## config.mk

```make
export PLATFORM = sky130hd
export DESIGN_NAME = fetch_stage
export DESIGN_NICKNAME = d
export VERILOG_FILES = /design/src/rtl/fetch_stage.sv
export SDC_FILE = /design/constraint.sdc
export NUM_CORES = 1
export LEC_CHECK = 0
export CORE_MARGIN = 2
export CORE_UTILIZATION = 46
export CTS_CLUSTER_DIAMETER = 100
export DETAILED_ROUTE_END_ITERATION = 7
export GPL_TIMING_DRIVEN = 0
export PLACE_DENSITY = 0.87
export SETUP_SLACK_MARGIN = 0.2
export SKIP_CTS_REPAIR_TIMING = 1
export SLEW_MARGIN = 20
export SYNTH_ARGS = -nofsm -noshare
export SYNTH_HDL_FRONTEND = slang
export SYNTH_SLANG_ARGS = --single-unit
export TNS_END_PERCENT = 20
```

## constraint.sdc

```tcl
create_clock -name clk -period 4.3 [get_ports clk]
set_input_delay 0.43 -clock clk [delete_from_list [all_inputs] [get_ports clk]]
set_output_delay 0.43 -clock clk [all_outputs]
set_load 0.01 [all_outputs]
```

## src/rtl/fetch_stage.sv

```systemverilog
// IF stage of the 5-stage MIPS pipeline: PC register, imem addressing and the IF/ID register.
// Optional zero-penalty j pre-decode is enabled by defining FETCH_EARLY_JUMP_EN.
module fetch_stage #(
    parameter logic [31:0] RESET_PC = 32'h0000_0000,
    parameter int          IMEM_AW  = 8
) (
    input  logic               clk,
    input  logic               reset,
    input  logic               stall,
    input  logic               flush,
    input  logic               branch_taken,
    input  logic [31:0]        branch_target,
    input  logic               jump,
    input  logic [25:0]        jump_index,
    output logic [IMEM_AW-1:0] imem_addr,
    input  logic [31:0]        imem_rdata,
    output logic [31:0]        pc,
    output logic [31:0]        if_id_instr,
    output logic [31:0]        if_id_pc4,
    output logic               if_id_valid
);

    logic [31:0] pc_r;
    logic [31:0] instr_r;
    logic [31:0] pc4_r;
    logic        valid_r;

    logic [31:0] pc_plus4_s;
    logic [31:0] jump_target_s;
    logic [31:0] fetch_target_s;
    logic        jump_req_s;
    logic [31:0] pc_next_s;
    logic [31:0] instr_next_s;
    logic [31:0] pc4_next_s;
    logic        valid_next_s;

`ifdef FETCH_EARLY_JUMP_EN
    logic        pre_jump_s;
    logic        unused_jump_s;

    // Pre-decode j in IF so a fetched jump redirects with no bubble; the ID-side jump port goes idle.
    always_comb begin
        pre_jump_s    = (imem_rdata[31:26] == 6'b000010);
        unused_jump_s = jump;
        jump_req_s    = 1'b0;
        if (pre_jump_s) begin
            fetch_target_s = {pc_plus4_s[31:28], imem_rdata[25:0], 2'b00};
        end else begin
            fetch_target_s = pc_plus4_s;
        end
    end
`else
    // Without pre-decode, jumps arrive only from ID and the fetch path is plain sequential.
    always_comb begin
        jump_req_s     = jump;
        fetch_target_s = pc_plus4_s;
    end
`endif

    // Sequential and redirect addresses; the jump region comes from the j's own PC+4 held in IF/ID.
    always_comb begin
        pc_plus4_s    = pc_r + 32'd4;
        jump_target_s = {pc4_r[31:28], jump_index, 2'b00};
    end

    // Next-state selection: branch > jump > stall > flush > normal fetch.
    always_comb begin
        pc_next_s    = pc_r;
        instr_next_s = instr_r;
        pc4_next_s   = pc4_r;
        valid_next_s = valid_r;
        if (branch_taken) begin
            pc_next_s    = branch_target & 32'hFFFF_FFFC;
            instr_next_s = 32'h0000_0000;
            pc4_next_s   = 32'h0000_0000;
            valid_next_s = 1'b0;
        end else if (jump_req_s) begin
            pc_next_s    = jump_target_s;
            instr_next_s = 32'h0000_0000;
            pc4_next_s   = 32'h0000_0000;
            valid_next_s = 1'b0;
        end else if (stall) begin
            pc_next_s    = pc_r;
            instr_next_s = instr_r;
            pc4_next_s   = pc4_r;
            valid_next_s = valid_r;
        end else if (flush) begin
            pc_next_s    = pc_plus4_s;
            instr_next_s = 32'h0000_0000;
            pc4_next_s   = 32'h0000_0000;
            valid_next_s = 1'b0;
        end else begin
            pc_next_s    = fetch_target_s;
            instr_next_s = imem_rdata;
            pc4_next_s   = pc_plus4_s;
            valid_next_s = 1'b1;
        end
    end

    // PC and IF/ID registers; reset wins over every other request on the same edge.
    always_ff @(posedge clk) begin
        if (reset) begin
            pc_r    <= RESET_PC & 32'hFFFF_FFFC;
            instr_r <= 32'h0000_0000;
            pc4_r   <= 32'h0000_0000;
            valid_r <= 1'b0;
        end else begin
            pc_r    <= pc_next_s;
            instr_r <= instr_next_s;
            pc4_r   <= pc4_next_s;
            valid_r <= valid_next_s;
        end
    end

    assign imem_addr   = pc_r[IMEM_AW+1:2];
    assign pc          = pc_r;
    assign if_id_instr = instr_r;
    assign if_id_pc4   = pc4_r;
    assign if_id_valid = valid_r;

endmodule

```

==> impl_metrics.tcl <==
set metrics [dict create \
    io_buffers 191 \
    hold_path_end "if_id_pc4[24]" \
    drt_iter0_drc 356 \
    status "finished, final reports clean" \
    dieArea_um2 10800 \
    synth_top_family_by_area "simple AND/OR/NAND/NOR gates" \
    rr_endpoint "pc[15]" \
    p_leak_nw 2.42 \
    antenna_cells 0 \
    required_ps 4540 \
    die_x_um 104 \
    hold_class "flip-flop to flip-flop" \
    hpwl_um 13300 \
    cts_made_buffers 9 \
    core_area_um2 9730 \
    nets 861 \
    slew_viol_final 0 \
    drcViolationCount 0 \
    die_h_um 104 \
    yosys.area.top_type "dfxtp_1" \
    synth-seq-cells 93 \
    synth_top_area_share_pct 40.5 \
    initial_core_util_pct 47.3 \
    synth_compound_area_share_pct 22.4 \
    drtPass1Iterations 5 \
    final-hold-violation-count 0 \
    seqCellArea_um2 1860 \
    clock_latency_ps 370 \
    yosysWarnings 0 \
    ir_drop_v 0.000257 \
    synthAdderAreaFrac_pct 0.272 \
    hold_depth 2 \
    vias 5131 \
    synth.most_common_cell "dfxtp_1" \
    vias_per_cell 5.69 \
    synthToLayoutAreaGrowth_pct 49.9 \
    clkTransAtPathRegs_ps 90 \
    ant_nets 0 \
    io_pins 201 \
    clock_skew_ps 10.8 \
    synth-xor-area-share_pct 6.29 \
    grt_start_max_net_pins 16 \
    slew_headroom_pct 48.5 \
    globalplace.congestion 0.973 \
    p_sw_share_pct 28.6 \
    critPathMaxFanout 10 \
    seq_area_frac_synth_pct 40.5 \
    cts_tree "done" \
    synth_area_leaders "dfxtp_1 40%, a22oi_1 7.0%, nor2_1 5.9%" \
    routedWlPerCell_um 19.1 \
    p_int_w 0.00135 \
    drive_gt1_share_pct 6.11 \
    rr_worst_depth 5 \
    row_count 36 \
    finalCoreUtilization_pct 70.9 \
    setup_viol 0 \
    clkPwrFrac_pct 30.9 \
    powerDensity_nw_per_um2 273 \
    cts_root_buf "clkbuf_8" \
    gr-usage-all-layers_pct 31.4 \
    totalWireLength_um 17200 \
    htreeDepth 3 \
    fin_crit_ps 2700 \
    power_frac_comb_pct 19.6 \
    numClockSinks 93 \
    netlist_area_um2 4600 \
    grt_pass1_wl_um 26900 \
    clockBufferDepth 2 \
    switchingPower_w 0.000538 \
    synth_area_per_cell_um2 8.24 \
    maxCapViolations 0 \
    reg2reg_from "pc[2]" \
    max_freq_mhz 371 \
    antenna_found_initial 0 \
    multi_input_area_um2 2470 \
    tns_ps 0 \
    ys.flop_type "dfxtp_1" \
    synth_edf_count 0 \
    period_share_pct 62.7 \
    synth_cells 558 \
    reg2reg_slack_ps 1840 \
    fillCellCount 808 \
    rsz0062_at_grt "false" \
    end_kind "flip-flop" \
    overflow 0 \
    synth-simple-area-share_pct 23.3 \
    min-delay-start "if_id_pc4[24]" \
    synth.area.mux_share_pct 1.12 \
    worst_slew_pin_slew_ps 767 \
    netlist_top_cells_count "93 x dfxtp_1, 72 x nor2_1, 58 x nand2_1, 43 x a22oi_1, 33 x clkbuf_1" \
    synth.distinct_cells 59 \
    worstSetupPathType "primary input to flip-flop" \
    pwr-share-seq_pct 49.5 \
    grt_pass1_vias 5088 \
    ys_async_sr_fraction_pct 0 \
    cp-start-kind "primary input" \
    crit_arrival_ps 2940 \
]
-- layout by cell type, fill, tap and decap left out, drive strengths merged, types with 4 or more instances in the layout --
cell type      netlist  routed
nand2               58      58
inv                  7       8
o21ai               33      33
a22oi               43      43
conb                 1       4
nor3                12      12
a211oi              10      10
o211ai               4       4
buf                 20      21
o21a                 7       7
and4                 4       4
clkdlybuf4s50        0     191
nand3               20      20
o22ai                6       6
xor2                15      15
and3                 5       5
dfxtp               93      93
clkbuf              33      45
mux2i                4       4
nand4               14      14
nor2                72      72
a21oi               22      22
xnor2               18      18
nor4                12      12
-- layout make-up --
cell class                      count  share of cell area, %
Sequential cell                    93                   27.0
Clock inverter                      4                  0.417
Inverter                            7                  0.381
Multi-Input combinational cell    408                   35.8
Clock buffer                       12                   2.40
Buffer                             53                   3.70
Tap cell                          133                   2.41
Timing Repair Buffer              192                   27.8
-- critical path, cell delays in order --
cell and delay (ps):
clkdlybuf4s50_1 530, clkbuf_1 380, nor2_1 270, nand2_1 270
clkbuf_1 530, clkbuf_1 430, nor2_1 90
-- stage by stage --
stage / hold WS, ps / std cells / total power [W] / setup slack (ps) / cell area [µm²]
2_1_floorplan: 462 / 561 / 0.00111 / 2270 / 4610
3_3_place_gp: 428 / 885 / 0.00131 / 1330 / 6690
3_5_place_dp: 440 / 886 / 0.00132 / 1200 / 6700
4_1_cts: 454 / 902 / 0.00188 / 1600 / 6890
5_1_grt: 478 / 902 / 0.00195 / 1460 / 6890
6_report: 451 / 902 / 0.00188 / 1600 / 6890
-- worst max-delay path by stage --
stage,slack (ps),from,to,cells past startpoint
final,1600,branch_taken,if_id_pc4[5],7
after global routing,1460,branch_taken,if_id_instr[3],7
after CTS,1600,branch_taken,if_id_pc4[7],7
after detailed placement,1200,branch_taken,if_id_pc4[7],7
after global placement,1330,branch_taken,if_id_pc4[9],7
after floorplan,2270,pc[8],pc[15],6
-- routing by layer --
layer  part of all wire [%]  track usage [%]  vias to the layer above
met5                      0                0                        -
met4                    2.2             11.4                        0
met3                     11             9.15                       35
met2                     48             53.7                      285
met1                     39             37.5                     2404
li1                       -                -                     2407
-- power groups by stage --
stage          Sequential, W  Clock (W)  Combinational, W
6_report            0.000932   0.000582          0.000370
5_1_grt             0.000937   0.000615          0.000395
4_1_cts             0.000931   0.000582          0.000368
3_5_place_dp        0.000951          0          0.000366
3_3_place_gp        0.000951          0          0.000358
2_1_floorplan       0.000952          0          0.000153
-- registers in the layout, indices dropped and copies added (netlist names) --
signal / cells
if_id_pc4: 30
if_id_valid: 1
if_id_instr: 32
pc: 30
-- cells by family (layout without fill, tap and decap cells) --
family,count (synthesis),in the layout
and+or+nand+nor,213,213
AOI/OAI and AO/OA,152,152
DFF,93,93
buffers and inverters,60,268
xor gates and xnor gates,33,33
muxes,5,5
adders and majority gates,1,1
other,1,4
No activity file was read; power rests on OpenSTA's default activity.
